==> config.mk <==
export PLATFORM = sky130hd
export DESIGN_NAME = add3_sum_accum_flat
export DESIGN_NICKNAME = d
export VERILOG_FILES = /design/src/rtl/add3_sum_accum_if.sv /design/src/rtl/add3_sum_accum.sv /design/src/flat_wrapper.sv
export SDC_FILE = /design/constraint.sdc
export NUM_CORES = 1
export LEC_CHECK = 0
export CAP_MARGIN = 0
export CORE_MARGIN = 1
export CORE_UTILIZATION = 35
export DETAILED_ROUTE_END_ITERATION = 12
export DONT_BUFFER_PORTS = 1
export GPL_TIMING_DRIVEN = 0
export PLACE_DENSITY_LB_ADDON = 0.1
export SKIP_CTS_REPAIR_TIMING = 1
export SLEW_MARGIN = 5
export SYNTH_ARGS = -nofsm -noshare
export SYNTH_HDL_FRONTEND = slang
export SYNTH_SLANG_ARGS = --single-unit
==> constraint.sdc <==
create_clock -name clk -period 1.7 [get_ports clk]
set_input_delay 0.17 -clock clk [delete_from_list [all_inputs] [get_ports clk]]
set_output_delay 0.17 -clock clk [all_outputs]
set_load 0.005 [all_outputs]
==> src/rtl/add3_sum_accum_if.sv <==
// Sum/convert bus between the adder stage, the accumulator and the display stage.
// The master drives sums and commands; the slave returns the accumulator and BCD result.
interface add3_sum_accum_if #(
  parameter int unsigned SUM_W      = 4,
  parameter int unsigned ACC_W      = 8,
  parameter int unsigned BCD_DIGITS = 3
);
  logic [SUM_W-1:0]        sum_in;
  logic                    sum_valid;
  logic                    sum_ready;
  logic                    clear;
  logic                    convert;
  logic [ACC_W-1:0]        acc;
  logic                    overflow;
  logic [4*BCD_DIGITS-1:0] bcd;
  logic                    bcd_valid;
  logic                    busy;

  modport master (
    output sum_in, sum_valid, clear, convert,
    input  sum_ready, acc, overflow, bcd, bcd_valid, busy
  );

  modport slave (
    input  sum_in, sum_valid, clear, convert,
    output sum_ready, acc, overflow, bcd, bcd_valid, busy
  );
endinterface

==> src/rtl/add3_sum_accum.sv <==
// Wrapping accumulator for adder sums with sticky overflow, plus a one-bit-per-clock
// shift-add-3 converter that turns an accumulator snapshot into packed BCD.
module add3_sum_accum #(
  parameter int unsigned SUM_W      = 4,
  parameter int unsigned ACC_W      = 8,
  parameter int unsigned BCD_DIGITS = 3
) (
  input logic                clk,
  input logic                reset,
  add3_sum_accum_if.slave    bus
);

  localparam int unsigned BcdW = 4 * BCD_DIGITS;
  localparam int unsigned CntW = $clog2(ACC_W + 1);

  typedef enum logic [0:0] {StIdle, StConv} state_e;

  state_e            state_q, state_d;
  logic [CntW-1:0]   cnt_q, cnt_d;
  logic [ACC_W-1:0]  acc_q, acc_d;
  logic [ACC_W-1:0]  bin_q, bin_d;
  logic [BcdW-1:0]   scr_q, scr_d;
  logic [BcdW-1:0]   scr_adj;
  logic [BcdW-1:0]   bcd_q, bcd_d;
  logic              ovf_q, ovf_d;
  logic              bv_q, bv_d;
  logic              accept;
  logic [ACC_W:0]    sum_ext;
  logic              last_iter;

  assign accept    = bus.sum_valid && (state_q == StIdle);
  assign sum_ext   = {1'b0, acc_q} + {{(ACC_W + 1 - SUM_W){1'b0}}, bus.sum_in};
  assign last_iter = (cnt_q == CntW'(ACC_W - 1));

  // Add-3 correction applied to every digit before each shift.
  always_comb begin
    scr_adj = scr_q;
    for (int i = 0; i < int'(BCD_DIGITS); i++) begin
      if (scr_q[4*i +: 4] >= 4'd5) begin
        scr_adj[4*i +: 4] = scr_q[4*i +: 4] + 4'd3;
      end
    end
  end

  always_comb begin
    state_d = state_q;
    cnt_d   = cnt_q;
    acc_d   = acc_q;
    bin_d   = bin_q;
    scr_d   = scr_q;
    bcd_d   = bcd_q;
    ovf_d   = ovf_q;
    bv_d    = bv_q;

    if (bus.clear) begin
      // Abort any conversion; the last published bcd stays on the display.
      state_d = StIdle;
      acc_d   = '0;
      ovf_d   = 1'b0;
      bv_d    = 1'b0;
    end else begin
      unique case (state_q)
        StIdle: begin
          if (accept) begin
            acc_d = sum_ext[ACC_W-1:0];
            bv_d  = 1'b0;
            if (sum_ext[ACC_W]) begin
              ovf_d = 1'b1;
            end
          end
          if (bus.convert) begin
            // Snapshot takes the post-accumulate value when both happen together.
            bin_d   = acc_d;
            scr_d   = '0;
            cnt_d   = '0;
            state_d = StConv;
          end
        end
        StConv: begin
          scr_d = {scr_adj[BcdW-2:0], bin_q[ACC_W-1]};
          bin_d = {bin_q[ACC_W-2:0], 1'b0};
          cnt_d = cnt_q + CntW'(1);
          if (last_iter) begin
            bcd_d   = scr_d;
            bv_d    = 1'b1;
            state_d = StIdle;
          end
        end
        default: state_d = StIdle;
      endcase
    end
  end

  always_ff @(posedge clk or posedge reset) begin
    if (reset) begin
      state_q <= StIdle;
      cnt_q   <= '0;
      acc_q   <= '0;
      bin_q   <= '0;
      scr_q   <= '0;
      bcd_q   <= '0;
      ovf_q   <= 1'b0;
      bv_q    <= 1'b0;
    end else begin
      state_q <= state_d;
      cnt_q   <= cnt_d;
      acc_q   <= acc_d;
      bin_q   <= bin_d;
      scr_q   <= scr_d;
      bcd_q   <= bcd_d;
      ovf_q   <= ovf_d;
      bv_q    <= bv_d;
    end
  end

  assign bus.sum_ready = (state_q == StIdle);
  assign bus.busy      = (state_q == StConv);
  assign bus.acc       = acc_q;
  assign bus.overflow  = ovf_q;
  assign bus.bcd       = bcd_q;
  assign bus.bcd_valid = bv_q;

endmodule

==> src/flat_wrapper.sv <==
// flat-port wrapper written by rule: the top's interface ports become plain ports
module add3_sum_accum_flat 
#(
  parameter int unsigned SUM_W      = 4,
  parameter int unsigned ACC_W      = 8,
  parameter int unsigned BCD_DIGITS = 3
)
  (clk, reset, bus_sum_in, bus_sum_valid, bus_clear, bus_convert, bus_sum_ready, bus_acc, bus_overflow, bus_bcd, bus_bcd_valid, bus_busy);
  add3_sum_accum_if #(.SUM_W(SUM_W), .ACC_W(ACC_W), .BCD_DIGITS(BCD_DIGITS)) bus_i ();
  input logic clk;
  input logic reset;
  input wire logic [$bits(bus_i.sum_in)-1:0] bus_sum_in;
  input wire logic [$bits(bus_i.sum_valid)-1:0] bus_sum_valid;
  input wire logic [$bits(bus_i.clear)-1:0] bus_clear;
  input wire logic [$bits(bus_i.convert)-1:0] bus_convert;
  output wire logic [$bits(bus_i.sum_ready)-1:0] bus_sum_ready;
  output wire logic [$bits(bus_i.acc)-1:0] bus_acc;
  output wire logic [$bits(bus_i.overflow)-1:0] bus_overflow;
  output wire logic [$bits(bus_i.bcd)-1:0] bus_bcd;
  output wire logic [$bits(bus_i.bcd_valid)-1:0] bus_bcd_valid;
  output wire logic [$bits(bus_i.busy)-1:0] bus_busy;
  assign bus_i.sum_in = bus_sum_in;
  assign bus_i.sum_valid = bus_sum_valid;
  assign bus_i.clear = bus_clear;
  assign bus_i.convert = bus_convert;
  assign bus_sum_ready = bus_i.sum_ready;
  assign bus_acc = bus_i.acc;
  assign bus_overflow = bus_i.overflow;
  assign bus_bcd = bus_i.bcd;
  assign bus_bcd_valid = bus_i.bcd_valid;
  assign bus_busy = bus_i.busy;
  add3_sum_accum #(.SUM_W(SUM_W), .ACC_W(ACC_W), .BCD_DIGITS(BCD_DIGITS)) u_core (.clk(clk), .reset(reset), .bus(bus_i));
endmodule
==> flow_summary.json <==
{
  "status": "finished, violations left",
  "violations": "DRC, setup timing",
  "drt_iter0_markers": 88,
  "worstMarginPinSlew_ns": 0.541,
  "routed_wl_um": 5170,
  "ys_seq_area_share_pct": 49.2,
  "p_leak_nw": 1.20,
  "maxSlewViolCount": 0,
  "synth_fp_nets": 266,
  "finalPower_mw": 2.51,
  "hold_slack_ns": 0.0313,
  "std_cell_rows": 29,
  "cts_tree": "built",
  "rsz0062_at_grt": "yes",
  "layout-drive-gt1-share_pct": 19.1,
  "ir_drop_mv": 0.399,
  "cts_root_buf": "clkbuf_8",
  "core-area_mm2": 0.00646,
  "path_cells": "ha_4 -> fa_2 -> a21o_1 -> a21oi_2 -> nor3_2 -> xnor2_1 -> o21ai_1",
  "clk_pin_slew_ns": 0.08,
  "dp_cells": 323,
  "final_cells": 334,
  "register_area_mm2": 0.00118,
  "dieHeight_um": 84.7,
  "yosys_warnings": 0,
  "synth_edf_count": 0,
  "gr-usage-all-layers_pct": 15.3,
  "hold_violations": 0,
  "hold_path_class": "input pin to flop",
  "ys_ff_latch": 47,
  "syn-instance-count": 245,
  "multi_input_area_mm2": 0.00118,
  "crit_type": "flop to flop",
  "setup_tns_ns": -0.558,
  "num_antenna_cells": 0,
  "fin_worst_skew_ns": 0.00254,
  "crit_required_ns": 1.88,
  "globalplace.congestion": 0.777,
  "synth_area_mm2": 0.00239,
  "cts_made_buffers": 5,
  "grt_pass1_wl_um": 8570,
  "hpwlAfterDp_um": 3800,
  "cts.htree.levels": 2,
  "start_kind": "flop",
  "finalSetupViolations": 8,
  "slew_headroom_pct": 63.9,
  "area_growth_pct": 13.7,
  "grt_antenna_before_repair": 0,
  "gr-total-overflow": 0,
  "nFillCells": 655,
  "cp_top_family": "adder cells",
  "drcViolationCount": 1,
  "vias": 1726,
  "crit_path_end_kind": "flop",
  "grt_pass1_vias": 1693,
  "ios": 33,
  "ant_nets": 0,
  "crit_buf_inv": 0,
  "ys_types": 45,
  "drv_cap": 0,
  "start_util_pct": 37.0,
  "avgRoutedWirePerCell_um": 15.5,
  "cp.arrival_ns": 2.00,
  "die_area_mm2": 0.00717,
  "max_stage_delay_ns": 0.44,
  "fin_ws_ns": -0.121,
  "layout.nets": 277,
  "avgSynthCellArea_um2": 9.76,
  "insertion_delay_ns": 0.29,
  "portBuffers": 0,
  "drt-pass1-iter-count": 10,
  "grt_max_degree": 25,
  "die_width_um": 84.7,
  "max_freq_ghz": 0.549,
  "p_per_area_mw_per_mm2": 925,
  "slowest_stage": "dfrtp_1",
  "vias_per_cell": 5.17,
  "fin_crit_sh_pct": 107,
  "worstPathMaxFanout": 3,
  "fin_crit_ns": 1.82,
  "async_flop_share_pct": 100,
  "synth_ff_type": "dfrtp_1",
  "clkSinkCount": 47,
  "clock_path_buffers": 2
}
==> metal layers <==
layer / wire [um] / vias up / GRT usage (%)
met5: 0 / - / 0
met4: 21 / 0 / 3.24
met3: 205 / 2 / 4.52
met2: 2380 / 26 / 24.8
met1: 2560 / 834 / 20.4
li1: - / 864 / -
==> worst paths after layout <==
kind                                   startpoint                 to  slack, ns  cells after the start
worst max-delay path            u_core.bus.acc[0]    u_core.bin_q[6]      -0.12                      7
worst min-delay path                  bus_convert    u_core.bin_q[6]       0.03                      2
worst max register to register  u_core.bus.acc[0]    u_core.bin_q[6]      -0.12                      7
worst min register to register  u_core.bus.bcd[5]  u_core.bus.bcd[5]       0.51                      2
max in group asynchronous                   reset  u_core.bus.acc[1]       0.80                      3
min in group asynchronous                   reset  u_core.bus.acc[7]       0.37                      2
==> logic make-up (layout without fill, tap and decap cells) <==
logic type / after synthesis / after routing / share of synthesized area [%]
flops: 47 / 47 / 49.2
xor+xnor: 8 / 8 / 2.93
mux: 4 / 4 / 1.78
compound gates: 68 / 68 / 16.5
fa+ha+maj: 12 / 12 / 6.59
simple gates: 88 / 88 / 18.2
buf+inv: 18 / 30 / 4.76
==> where the power goes <==
part	internal [mW]	switching, mW
registers	1.22	0.100
clock network	0.372	0.360
logic	0.197	0.268
==> registers in the layout, indices dropped and copies added, names as in the netlist <==
register              count
u_core.bus.busy           1
u_core.bus.bcd           12
u_core.bus.acc            8
u_core.scr_q             12
u_core.bin_q              8
u_core.cnt_q              4
u_core.bus.overflow       1
u_core.bus.bcd_valid      1
==> worst reg2reg max path, delay by kind of cell (launching register included) <==
family                     cells  cell delay (ns)
and+or+nand+nor                1             0.07
AOI/OAI and AO/OA              3             0.47
xor gates and xnor gates       1             0.18
DFF                            1             0.44
adders and majority gates      2             0.55
==> synthesized netlist by cell type, types with 3 or more instances <==
cell type / n / area share (%)
a31oi_1: 5 / 1.3
o21ai_1: 5 / 1.0
a21oi_1: 18 / 3.8
dfrtp_1: 47 / 49
nand2_1: 42 / 6.6
o22ai_1: 3 / 0.79
o21ai_0: 23 / 4.8
buf_6: 4 / 1.9
xnor2_1: 6 / 2.2
buf_2: 3 / 0.63
nor2_1: 22 / 3.5
nor3_1: 4 / 0.84
ha_1: 11 / 5.8
inv_1: 7 / 1.1
a211oi_1: 4 / 1.3
nand2b_1: 3 / 0.79
==> stage by stage <==
step	worst slack, ns	util (%)	cell area, um2
after CTS	-0.157	40.5	2620
final	-0.121	42.1	2720
after floorplan	0.00122	-	2400
after detailed placement	-0.145	39.0	2520
after global routing	-0.228	42.1	2720
after global placement	-0.206	38.6	2500
==> area by class of cell <==
class	count	area share, %
Buffer	10	2.81
Clock buffer	8	3.68
Inverter	8	1.38
Multi-Input combinational cell	180	43.5
Sequential cell	47	43.3
Tap cell	77	3.54
Timing Repair Buffer	4	1.75
==> layout by cell type, fill, tap and decap left out, types with 3 or more instances in the layout <==
cell	instances
o21ai_1	7
nor2_1	20
a31oi_1	5
ha_1	8
buf_6	4
inv_1	6
o21ai_0	21
nor3_1	4
nand2_1	42
buf_2	3
a21oi_1	14
clkbuf_8	7
xnor2_1	5
o22ai_1	3
nor2_2	4
nand2b_1	3
dfrtp_1	46
a21oi_2	5
No activity file was read; power rests on OpenSTA's default activity.
